===== config.mk =====
export PLATFORM = sky130hd
export DESIGN_NAME = mem_port_arbiter_flat
export DESIGN_NICKNAME = d
export VERILOG_FILES = /design/src/rtl/mem_port_arbiter_if.sv /design/src/rtl/mem_port_arbiter.sv /design/src/flat_wrapper.sv
export SDC_FILE = /design/constraint.sdc
export NUM_CORES = 1
export LEC_CHECK = 0
export ABC_CLOCK_PERIOD_IN_PS = 1800
export BUFFER_PORTS_ARGS = -buffer_cell sky130_fd_sc_hd__buf_4
export CELL_PAD_IN_SITES_DETAIL_PLACEMENT = 0
export CELL_PAD_IN_SITES_GLOBAL_PLACEMENT = 1
export CORE_AREA = 2 2 106 108
export CTS_BUF_LIST = sky130_fd_sc_hd__clkbuf_16
export DETAILED_ROUTE_END_ITERATION = 12
export DIE_AREA = 0 0 108 110
export PLACE_DENSITY_LB_ADDON = 0.1
export REMOVE_ABC_BUFFERS = 1
export SLEW_MARGIN = 0
export SYNTH_ARGS = -nofsm -noshare
export SYNTH_HDL_FRONTEND = slang
export SYNTH_SLANG_ARGS = --single-unit

===== constraint.sdc =====
create_clock -name clk_i -period 1.8 [get_ports clk_i]
set_clock_uncertainty 0.15 [all_clocks]
set_input_delay 0.18 -clock clk_i [delete_from_list [all_inputs] [get_ports clk_i]]
set_output_delay 0.18 -clock clk_i [all_outputs]
set_load 0.02 [all_outputs]

===== src/rtl/mem_port_arbiter_if.sv =====
`default_nettype none
// ============================================================================
// Module      : mem_port_arbiter_if
// Description : Bundles the fetch port, the data port, the RAM port and the
//               stall request of mem_port_arbiter into one interface.
//               The requesters and the RAM connect through the 'master'
//               modport. The arbiter connects through the 'slave' modport.
// Signals     : if_*   fetch requester (read only)
//               d_*    data requester (read / byte-enabled write)
//               ram_*  single-port synchronous RAM, 1-cycle read latency
//               stallreq_o  stall request towards pipe_ctrl
// Revision    : 1.0 - initial release
// ============================================================================
interface mem_port_arbiter_if #(
  parameter int ADDR_WIDTH = 32,
  parameter int DATA_WIDTH = 32
);
  // fetch port
  logic                    if_req_i;
  logic [ADDR_WIDTH-1:0]   if_addr_i;
  logic                    if_gnt_o;
  logic                    if_rvalid_o;
  logic [DATA_WIDTH-1:0]   if_rdata_o;

  // data port
  logic                    d_req_i;
  logic                    d_we_i;
  logic [DATA_WIDTH/8-1:0] d_be_i;
  logic [ADDR_WIDTH-1:0]   d_addr_i;
  logic [DATA_WIDTH-1:0]   d_wdata_i;
  logic                    d_gnt_o;
  logic                    d_rvalid_o;
  logic [DATA_WIDTH-1:0]   d_rdata_o;

  // RAM port
  logic                    ram_ce_o;
  logic                    ram_we_o;
  logic [DATA_WIDTH/8-1:0] ram_be_o;
  logic [ADDR_WIDTH-1:0]   ram_addr_o;
  logic [DATA_WIDTH-1:0]   ram_wdata_o;
  logic [DATA_WIDTH-1:0]   ram_rdata_i;

  // pipeline control
  logic                    stallreq_o;

  // Arbiter side
  modport slave (
    input  if_req_i, if_addr_i,
    input  d_req_i, d_we_i, d_be_i, d_addr_i, d_wdata_i,
    input  ram_rdata_i,
    output if_gnt_o, if_rvalid_o, if_rdata_o,
    output d_gnt_o, d_rvalid_o, d_rdata_o,
    output ram_ce_o, ram_we_o, ram_be_o, ram_addr_o, ram_wdata_o,
    output stallreq_o
  );

  // Requester / RAM side
  modport master (
    output if_req_i, if_addr_i,
    output d_req_i, d_we_i, d_be_i, d_addr_i, d_wdata_i,
    output ram_rdata_i,
    input  if_gnt_o, if_rvalid_o, if_rdata_o,
    input  d_gnt_o, d_rvalid_o, d_rdata_o,
    input  ram_ce_o, ram_we_o, ram_be_o, ram_addr_o, ram_wdata_o,
    input  stallreq_o
  );
endinterface
`default_nettype wire


===== src/rtl/mem_port_arbiter.sv =====
`default_nettype none
// ============================================================================
// Module      : mem_port_arbiter
// Description : Shares one single-port synchronous RAM between the
//               instruction-fetch port and the MEM-stage data port.
//               - Grants are combinational. At most one requester is
//                 granted per cycle.
//               - The data port has priority. After STARVE_LIMIT consecutive
//                 data grants made while fetch was waiting, fetch is forced.
//               - Read data returns one cycle after the grant. It is steered
//                 to its owner by the registered rd_owner state.
//               - stallreq_o is raised whenever a request goes ungranted.
// Ports       : clk_i, rst_i   clock (rising edge); async active-high reset
//               bus (slave)    fetch/data requesters, RAM port, stallreq_o
// Parameters  : ADDR_WIDTH     address width of both ports and the RAM
//               DATA_WIDTH     data width, must be a multiple of 8
//               STARVE_LIMIT   forced-fetch threshold, 1..15
// Assumes     : the RAM is single-port, read-first, 1-cycle read latency
// Revision    : 1.0 - initial release
// ============================================================================
module mem_port_arbiter #(
  parameter int ADDR_WIDTH   = 32,
  parameter int DATA_WIDTH   = 32,
  parameter int STARVE_LIMIT = 4
) (
  input  logic                 clk_i,
  input  logic                 rst_i,
  mem_port_arbiter_if.slave    bus
);

  localparam int                  c_BE_WIDTH     = DATA_WIDTH / 8;
  localparam logic [c_BE_WIDTH-1:0] c_BE_ALL     = {c_BE_WIDTH{1'b1}};
  localparam logic [3:0]          c_STARVE_LIMIT = 4'(STARVE_LIMIT);

  // Owner of the read that is in flight in the RAM this cycle
  typedef enum logic [1:0] {
    OWN_NONE = 2'b00,
    OWN_IF   = 2'b01,
    OWN_DATA = 2'b10
  } owner_t;

  owner_t     r_owner;
  owner_t     w_owner_next;
  logic [3:0] r_starve_cnt;
  logic [3:0] w_starve_next;

  logic       w_fetch_forced;
  logic       w_if_gnt;
  logic       w_d_gnt;

  // --------------------------------------------------------------------------
  // State registers
  // --------------------------------------------------------------------------
  always_ff @(posedge clk_i or posedge rst_i) begin
    if (rst_i) begin
      r_owner      <= OWN_NONE;
      r_starve_cnt <= 4'd0;
    end else begin
      r_owner      <= w_owner_next;
      r_starve_cnt <= w_starve_next;
    end
  end

  // --------------------------------------------------------------------------
  // Arbitration
  // The grants depend only on the requests and the starvation counter. They
  // never depend on ram_rdata_i, so there is no RAM-to-grant timing path.
  // Grants are held low during reset so that nothing reaches the RAM.
  // --------------------------------------------------------------------------
  always_comb begin
    w_fetch_forced = (r_starve_cnt == c_STARVE_LIMIT);
    w_if_gnt       = 1'b0;
    w_d_gnt        = 1'b0;
    if (!rst_i) begin
      if (bus.d_req_i && !(bus.if_req_i && w_fetch_forced)) begin
        w_d_gnt = 1'b1;
      end else if (bus.if_req_i) begin
        w_if_gnt = 1'b1;
      end
    end
  end

  // --------------------------------------------------------------------------
  // Next state: read ownership and starvation count
  // --------------------------------------------------------------------------
  always_comb begin
    w_owner_next  = OWN_NONE;
    w_starve_next = 4'd0;

    // A write occupies the RAM but returns nothing, so it leaves no owner
    if (w_if_gnt) begin
      w_owner_next = OWN_IF;
    end else if (w_d_gnt && !bus.d_we_i) begin
      w_owner_next = OWN_DATA;
    end

    // Count data grants that were taken while fetch was waiting. Any fetch
    // grant, or an idle fetch port, clears the count.
    if (bus.if_req_i && w_d_gnt) begin
      if (r_starve_cnt >= c_STARVE_LIMIT) begin
        w_starve_next = c_STARVE_LIMIT;
      end else begin
        w_starve_next = r_starve_cnt + 4'd1;
      end
    end
  end

  // --------------------------------------------------------------------------
  // RAM drive: steer the winner's request onto the RAM. An idle RAM port is
  // driven to all zeros.
  // --------------------------------------------------------------------------
  always_comb begin
    bus.ram_ce_o    = w_if_gnt | w_d_gnt;
    bus.ram_we_o    = 1'b0;
    bus.ram_be_o    = '0;
    bus.ram_addr_o  = {ADDR_WIDTH{1'b0}};
    bus.ram_wdata_o = {DATA_WIDTH{1'b0}};
    if (w_if_gnt) begin
      bus.ram_be_o   = c_BE_ALL;
      bus.ram_addr_o = bus.if_addr_i;
    end else if (w_d_gnt) begin
      bus.ram_we_o    = bus.d_we_i;
      bus.ram_be_o    = bus.d_be_i;
      bus.ram_addr_o  = bus.d_addr_i;
      bus.ram_wdata_o = bus.d_wdata_i;
    end
  end

  // --------------------------------------------------------------------------
  // Read return: the RAM output is valid in the cycle after the grant. It is
  // handed only to the port recorded in r_owner. The other port sees zero.
  // --------------------------------------------------------------------------
  assign bus.if_gnt_o    = w_if_gnt;
  assign bus.d_gnt_o     = w_d_gnt;

  assign bus.if_rvalid_o = (r_owner == OWN_IF);
  assign bus.d_rvalid_o  = (r_owner == OWN_DATA);
  assign bus.if_rdata_o  = (r_owner == OWN_IF)   ? bus.ram_rdata_i : {DATA_WIDTH{1'b0}};
  assign bus.d_rdata_o   = (r_owner == OWN_DATA) ? bus.ram_rdata_i : {DATA_WIDTH{1'b0}};

  assign bus.stallreq_o  = (bus.if_req_i && !w_if_gnt) || (bus.d_req_i && !w_d_gnt);

endmodule
`default_nettype wire


===== src/flat_wrapper.sv =====
// flat-port wrapper written by rule: the top's interface ports become plain ports
module mem_port_arbiter_flat 
#(
  parameter int ADDR_WIDTH   = 32,
  parameter int DATA_WIDTH   = 32,
  parameter int STARVE_LIMIT = 4
)
  (clk_i, rst_i, bus_if_req_i, bus_if_addr_i, bus_d_req_i, bus_d_we_i, bus_d_be_i, bus_d_addr_i, bus_d_wdata_i, bus_ram_rdata_i, bus_if_gnt_o, bus_if_rvalid_o, bus_if_rdata_o, bus_d_gnt_o, bus_d_rvalid_o, bus_d_rdata_o, bus_ram_ce_o, bus_ram_we_o, bus_ram_be_o, bus_ram_addr_o, bus_ram_wdata_o, bus_stallreq_o);
  mem_port_arbiter_if #(.ADDR_WIDTH(ADDR_WIDTH), .DATA_WIDTH(DATA_WIDTH)) bus_i ();
  input  logic clk_i;
  input  logic rst_i;
  input wire logic [$bits(bus_i.if_req_i)-1:0] bus_if_req_i;
  input wire logic [$bits(bus_i.if_addr_i)-1:0] bus_if_addr_i;
  input wire logic [$bits(bus_i.d_req_i)-1:0] bus_d_req_i;
  input wire logic [$bits(bus_i.d_we_i)-1:0] bus_d_we_i;
  input wire logic [$bits(bus_i.d_be_i)-1:0] bus_d_be_i;
  input wire logic [$bits(bus_i.d_addr_i)-1:0] bus_d_addr_i;
  input wire logic [$bits(bus_i.d_wdata_i)-1:0] bus_d_wdata_i;
  input wire logic [$bits(bus_i.ram_rdata_i)-1:0] bus_ram_rdata_i;
  output wire logic [$bits(bus_i.if_gnt_o)-1:0] bus_if_gnt_o;
  output wire logic [$bits(bus_i.if_rvalid_o)-1:0] bus_if_rvalid_o;
  output wire logic [$bits(bus_i.if_rdata_o)-1:0] bus_if_rdata_o;
  output wire logic [$bits(bus_i.d_gnt_o)-1:0] bus_d_gnt_o;
  output wire logic [$bits(bus_i.d_rvalid_o)-1:0] bus_d_rvalid_o;
  output wire logic [$bits(bus_i.d_rdata_o)-1:0] bus_d_rdata_o;
  output wire logic [$bits(bus_i.ram_ce_o)-1:0] bus_ram_ce_o;
  output wire logic [$bits(bus_i.ram_we_o)-1:0] bus_ram_we_o;
  output wire logic [$bits(bus_i.ram_be_o)-1:0] bus_ram_be_o;
  output wire logic [$bits(bus_i.ram_addr_o)-1:0] bus_ram_addr_o;
  output wire logic [$bits(bus_i.ram_wdata_o)-1:0] bus_ram_wdata_o;
  output wire logic [$bits(bus_i.stallreq_o)-1:0] bus_stallreq_o;
  assign bus_i.if_req_i = bus_if_req_i;
  assign bus_i.if_addr_i = bus_if_addr_i;
  assign bus_i.d_req_i = bus_d_req_i;
  assign bus_i.d_we_i = bus_d_we_i;
  assign bus_i.d_be_i = bus_d_be_i;
  assign bus_i.d_addr_i = bus_d_addr_i;
  assign bus_i.d_wdata_i = bus_d_wdata_i;
  assign bus_i.ram_rdata_i = bus_ram_rdata_i;
  assign bus_if_gnt_o = bus_i.if_gnt_o;
  assign bus_if_rvalid_o = bus_i.if_rvalid_o;
  assign bus_if_rdata_o = bus_i.if_rdata_o;
  assign bus_d_gnt_o = bus_i.d_gnt_o;
  assign bus_d_rvalid_o = bus_i.d_rvalid_o;
  assign bus_d_rdata_o = bus_i.d_rdata_o;
  assign bus_ram_ce_o = bus_i.ram_ce_o;
  assign bus_ram_we_o = bus_i.ram_we_o;
  assign bus_ram_be_o = bus_i.ram_be_o;
  assign bus_ram_addr_o = bus_i.ram_addr_o;
  assign bus_ram_wdata_o = bus_i.ram_wdata_o;
  assign bus_stallreq_o = bus_i.stallreq_o;
  mem_port_arbiter #(.ADDR_WIDTH(ADDR_WIDTH), .DATA_WIDTH(DATA_WIDTH), .STARVE_LIMIT(STARVE_LIMIT)) u_core (.clk_i(clk_i), .rst_i(rst_i), .bus(bus_i));
endmodule

==> results of run 1 <==
sequential cells by signal, indices dropped and copies added (netlist names):
name	flops
u_core.r_starve_cnt	4
u_core.r_owner	2
metrics by stage:
stage	setup TNS (ns)	instance area, sq um	hold slack [ns]	worst slack, ns
final	-13.37	4170	0.0995	-0.258
after global routing	-18.94	4170	0.106	-0.330
after CTS	-13.50	4090	0.0952	-0.248
after detailed placement	-2.10	3570	-0.00287	-0.103
after global placement	-1.91	3570	-0.00959	-0.0646
after floorplan	-24.17	1250	-0.179	-0.329
repair_timing:
action	in CTS	in global routing
pin swaps	7	12
endpoints found under the hold margin	7	0
endpoints found under the setup margin	71	71
gates cloned	4	2
hold buffers	2	0
resized for setup	81	15
buffers inserted	5	1
synth_stat cells:
cell / instances
a21o_1: 4
a21oi_1: 1
a21oi_4: 1
a22o_1: 32
and2_1: 64
and2_4: 1
and2b_1: 1
and3_1: 33
buf_2: 1
buf_6: 7
clkbuf_1: 12
conb_1: 1
dfrtp_1: 6
ha_1: 2
inv_1: 4
maj3_1: 1
nand2b_1: 1
nand3_1: 1
nand3b_1: 1
nand4b_4: 1
nor2_1: 6
nor2b_1: 3
o211a_1: 1
power by group through the flow:
stage / Clock, mW / Combinational [mW] / Sequential (mW)
after floorplan: 0 / 0.309 / 0.144
after global placement: 0 / 0.782 / 0.145
after detailed placement: 0 / 0.784 / 0.145
after CTS: 0.365 / 0.882 / 0.143
after global routing: 0.374 / 0.943 / 0.144
final: 0.354 / 0.889 / 0.143
per-layer routing:
layer | vias up | global-route usage | share of wire
li1 | 1203 | - | -
met1 | 1128 | 0.125 | 0.31
met2 | 148 | 0.286 | 0.58
met3 | 6 | 0.0417 | 0.098
met4 | 0 | 0.0238 | 0.013
met5 | - | 0 | 0
final timing paths:
kind / end / cells after the start / startpoint
setup reg to reg: u_core.r_owner[1] / 7 / u_core.r_starve_cnt[1]
max in group asynchronous: u_core.r_owner[0] / 3 / rst_i
hold reg to reg: u_core.r_starve_cnt[0] / 2 / u_core.r_starve_cnt[0]
hold / removal: u_core.r_starve_cnt[2] / 2 / bus_if_req_i
setup / recovery: bus_ram_addr_o[29] / 8 / u_core.r_starve_cnt[1]
min in group asynchronous: u_core.r_starve_cnt[2] / 3 / rst_i
kinds of logic after synthesis:
logic type | Yosys count | synth area share
adders and majority gates | 3 | 0.0254
DFF | 6 | 0.109
and+or+nand+nor | 112 | 0.512
AOI/OAI and AO/OA | 39 | 0.247
buffers and inverters | 24 | 0.104
other | 1 | 0.00271
area by class of cell:
type,instances,area [sq um],share of cell area
tap,140,175,0.0420
multi-input combinational,158,1270,0.304
sequential,6,150,0.0360
inverter,4,15.0,0.00360
timing repair buffer,291,2490,0.597
clock buffer,3,75.1,0.0180
critical path, cell delays in order, from the launching register on:
cell and delay [ns]:
dfrtp_1 0.38, inv_2 0.07, ha_4 0.13, nand3b_1 0.13
a21oi_4 0.20, buf_6 0.16, clkbuf_16 0.15, a22o_1 0.15
buf_6 0.12
==> summary.txt, run 1 <==
Outcome
  – Status: complete, but fails checks
  – Violated checks: setup timing

Die
  – Die area: 0.0119 sq mm
  – Core area: 0.0107 sq mm
  – Row cnt: 38
  – Initial Utilization: 0.129
  – Die width: 108 um
  – Boundary pin count: 276
  – Height of the die: 110 um

Cells and area
  – ANT cells: 0
  – Area growth from synthesis to layout: 202%
  – Fin util: 0.390
  – Commonest non-fill, non-tap cells in the layout: buf_4, and2_1, buf_6
  – Commonest non-fill, non-tap cell in the layout: buf_4
  – Final net count: roughly 600
  – Share of layout cells above drive strength 1: 0.712
  – Fillers: around 1100
  – Layout Cells excl Fill: approximately 600

Clocking
  – Clk Tree Root Cell: clkbuf_16
  – Clk buf depth: 2
  – CTS Buf Count: 3
  – CTS H-Tree Depth: 1
  – Clk_lat worst skew: approximately 0.23 ns
  – CTS tree: yes
  – CTS sink cnt: 6
  – Clock-pin slew on the worst setup and hold paths: 0.03 ns

GRT
  – Number of global-route vias before repair: approximately 2400
  – GRT overflow: 0
  – Pin count of the biggest net entering global routing: 39
  – Initial antenna violation count: 0
  – First-pass GRT wire length: roughly 12 mm
  – GRT Overall Usage: 0.135

Worst setup path
  – Nature of the critical path endpoint: output pin
  – Worst Path Class, Setup: reg -> out
  – Critical path startpoint category: flip-flop
  – Worst Path Required: ~1.5 ns
  – Crit-path max FO: 5
  – R2r setup slk: approximately 0.18 ns
  – Worst Path Arrival: approximately 1.7 ns

Synth
  – Post-synth top area share: 0.290
  – Cells after Synth: around 190
  – Sequential area share after synthesis: 0.109
  – FF+latch count, synth: 6
  – Synth area leaders: and2_1, a22o_1, and3_1
  – Yosys top cell by area: and2_1
  – Count of unique library cells instantiated by Yosys: 23
  – Ys Warns: 0
  – Mean post-synth cell area: around 7.5 sq um
  – Mapped Area: ~0.0014 sq mm

Hold path
  – Worst Hold Class: in -> reg

Pwr
  – Sw frac: 0.328
  – Pwr dens: between 300 and 400 mW/mm^2
  – Clk pwr share: 0.256
  – Combinational power share: 0.641
  – Leakage: between 2 and 2.5 nW
  – Int Power: 932 uW
  – Flop pwr share: 0.103
  – Switching power: 454 uW
  – Peak VDD IR: between 200 and 300 uV
  – Final Power: 1.39 mW

Run
  – Maxcap violations: 0

Detailed routing
  – Wire length per cell: 15.2 um
  – Routed Antenna Nets: 0
  – Total number of vias: roughly 2500
  – DR pass1 iterations: 4
  – DRC violations left: 0
  – WL final: around 9.1 mm
  – Iter 0 DRT Violations: between 100 and 150
  – DR vias/cell: between 4 and 5

STA
  – PnR worst setup slack: -0.258 ns
  – Max Slew Vio Count: 0
  – RSZ-0062 raised after global routing: yes
  – Setup Viol. Count Final: 71
  – Fin crit period: 2.06 ns
  – Max Clock Freq: just under 0.5 GHz
  – Final Hold Viols: 0
  – Period utilization: 1.14

Place
  – Port bufs: 275
  – Gpl congestion: about 0.75
  – Placed insts: between 500 and 600
  – DP Wirelength: a little under 7 mm
(Power assumes the default switching activity.)
==> inputs of run 2 (changes only) <==
- ABC_CLOCK_PERIOD_IN_PS: 1800 -> 1900
- clock period: 1.8 -> 1.9 ns (I/O delays scaled with it)
==> run 2 against run 1 <==
Against the previous run:
- the flow still finishes with violations (setup timing)
- non-clock buffer count increased by 5
- via count increased by 0.56%
- die area unchanged
- global-route usage grew 0.71 points
- power fell by 3.3%
- count of clock-buffer cells in the layout did not move
- routed wire length up 1.8%
- core utilization grew 1.3 points
- sequential share of layout area fell by 0.11 points
- worst setup slack better by 0.074 ns
- critical path depth increased by 1
- critical endpoint is now bus_ram_addr_o[14]
==> summary.txt, run 2 (synthesis results as in run 1) <==
Outcome
  – Status: complete, but fails checks
  – Violated checks: setup timing

STA
  – RSZ-0062 raised after global routing: yes
  – PnR worst setup slack: -0.184 ns (+0.0738 ns)
  – Final Hold Viols: 0 (unchanged)
  – Max Slew Vio Count: 0 (unchanged)
  – WHS: 0.103 ns (+0.00389 ns)
  – Setup Viol. Count Final: 70 (-1.4%)
  – Max Clock Freq: 0.480 GHz
  – Period utilization: 1.10
  – Fin crit period: about 2.1 ns

Pwr
  – Leakage: 2.30 nW (+1.8%)
  – Final Power: 1.34 mW (-3.3%)
  – Pwr dens: 311 mW/mm^2 (-6.4%)
  – Peak VDD IR: 220 uV (-24%)

Cells and area
  – Largest reg by FF count: u_core.r_starve_cnt
  – ANT cells: 0 (unchanged)
  – Commonest non-fill, non-tap cells in the layout: buf_4, buf_6, and2_1
  – Final net count: 607 (+0.66%)
  – Largest register FFs: 4 (unchanged)
  – Commonest non-fill, non-tap cell in the layout: buf_4
  – Largest registers: u_core.r_starve_cnt: 4 flops, u_core.r_owner: 2 flops
  – Share of layout cells above drive strength 1: 0.723 (+0.0111)
  – Area growth from synthesis to layout: 212%

Hold path
  – Hold path depth: 2 (unchanged)
  – Hold endpoint: u_core.r_starve_cnt[2]
  – Worst Hold Class: in -> reg
  – Min-delay src: bus_if_req_i

Detailed routing
  – Iter 0 DRT Violations: 104 (+3.0%)
  – DR pass1 iterations: 2 (-2)
  – Wire length per cell: 15.3 um (+1.1%)
  – DR vias/cell: 4.12 (-0.10%)
  – DRC violations left: 0 (unchanged)
  – WL final: 9.30 mm (+1.8%)
  – Routed Antenna Nets: 0 (unchanged)
  – Total number of vias: 2499 (+0.56%)

GRT
  – GRT overflow: 0 (unchanged)
  – GRT Overall Usage: 0.142 (+0.00706)
  – Number of global-route vias before repair: 2414 (+1.0%)
  – Initial antenna violation count: 0 (unchanged)
  – Pin count of the biggest net entering global routing: 39 (unchanged)
  – First-pass GRT wire length: 13.0 mm (+4.5%)

Clocking
  – Clk Tree Root Cell: clkbuf_16
  – Clk buf depth: 2 (unchanged)
  – Clk_lat worst skew: 0.22 ns (about the same)
  – CTS H-Tree Depth: 1 (unchanged)
  – CTS sink cnt: 6 (unchanged)
  – CTS tree: yes
  – Clock-pin slew on the worst setup and hold paths: 0.03 ns (about the same)
  – CTS Buf Count: 3 (unchanged)

Worst setup path
  – Crit. Startpoint: u_core.r_starve_cnt[1]
  – Crit path top cell by count: buf_6
  – Critical path startpoint category: flip-flop
  – Crit-path max cell delay: 0.38 ns (about the same)
  – Cell family with most CP delay: buffers and inverters
  – Critical path cell sequence: inv_2 > ha_4 > nand3b_1 > a21oi_4 > buf_6 > buf_12 > buf_16 > a22o_1 > buf_6
  – WP buf/inv: 5 (+1)
  – Nature of the critical path endpoint: output pin
  – Slowest library cell on the worst path: dfrtp_1
  – Crit-path max FO: 4 (-1)
  – Worst Path Required: 1.56 ns (+0.09 ns)
  – Worst Path Class, Setup: reg -> out
  – Worst flop-to-flop path endpoint: u_core.r_owner[1]
  – Worst r2r src: u_core.r_starve_cnt[1]
  – R2r setup slk: 0.24 ns (+0.06 ns)
  – Worst reg2reg path depth: 7 (unchanged)
  – Worst Path Arrival: 1.74 ns (about the same)

Die
  – Die width: 108 um (unchanged)
  – Die area: 0.0119 sq mm (unchanged)
  – Height of the die: 110 um (unchanged)
  – Boundary pin count: 276 (unchanged)
  – Core area: 0.0107 sq mm (unchanged)
  – Row cnt: 38 (unchanged)
  – Initial Utilization: 0.129 (unchanged)

Place
  – DP Wirelength: 6.80 mm (+0.52%)
  – Port bufs: 275 (unchanged)
  – Gpl congestion: 0.766 (+1.8%)

Run
  – Maxcap violations: 0 (unchanged)
==> run 2: cell count changes in the layout (fill, tap and decap cells not counted) <==
cell and delta:
and2_4 -2, and2_2 +1, buf_4 -9, and3_1 -4, buf_16 +3, clkbuf_16 -1, and3_4 +4, buf_6 +12
==> run 2: worst max path at each step <==
stage / end / slack [ns] / cells past startpoint
6_report: bus_ram_addr_o[14] / -0.18 / 9
5_1_grt: bus_ram_addr_o[0] / -0.27 / 9
4_1_cts: bus_ram_addr_o[2] / -0.19 / 9
3_5_place_dp: bus_ram_addr_o[2] / -0.02 / 7
3_3_place_gp: bus_ram_addr_o[2] / 0.02 / 7
2_1_floorplan: bus_ram_addr_o[0] / -0.24 / 5
==> run 2: repair_timing <==
item,CTS,global route
hold endpoints to repair,7,0
setup endpoints to repair,71,71
gates resized for setup,99,13
gates cloned,6,0
buffers inserted,7,2
hold buffers,2,0
pin swaps,19,5
==> run 2: where the power goes <==
part	switching [mW]	internal (mW)
Combinational	0.368	0.502
Clock	0.0648	0.270
Sequential	0.00322	0.133
Total	0.436	0.904
==> run 2: stage by stage <==
stage | instances | TNS [ns] | setup slack [ns] | cell area (sq um) | util
after floorplan | 165 | -15.17 | -0.239 | 1250 | -
after global placement | 586 | 0 | 0.0210 | 3550 | 0.332
after detailed placement | 586 | -0.0362 | -0.0232 | 3550 | 0.332
after CTS | 604 | -7.74 | -0.191 | 4230 | 0.395
after global routing | 606 | -11.92 | -0.272 | 4300 | 0.402
final | 606 | -6.88 | -0.184 | 4300 | 0.402
==> run 2: area by class of cell <==
class,count,area (sq um)
Multi-Input combinational cell,157,1280
Fill cell,1113,6390
Sequential cell,6,150
Timing Repair Buffer,296,2610
Clock buffer,3,75.1
Tap cell,140,175
Inverter,4,15.0
==> run 2: routing by layer <==
metal / wire, um / vias up / GRT usage
met5: 0 / - / 0
met4: 110 / 0 / 0.0201
met3: 880 / 6 / 0.0406
met2: 5420 / 146 / 0.304
met1: 2890 / 1138 / 0.133
li1: - / 1209 / -
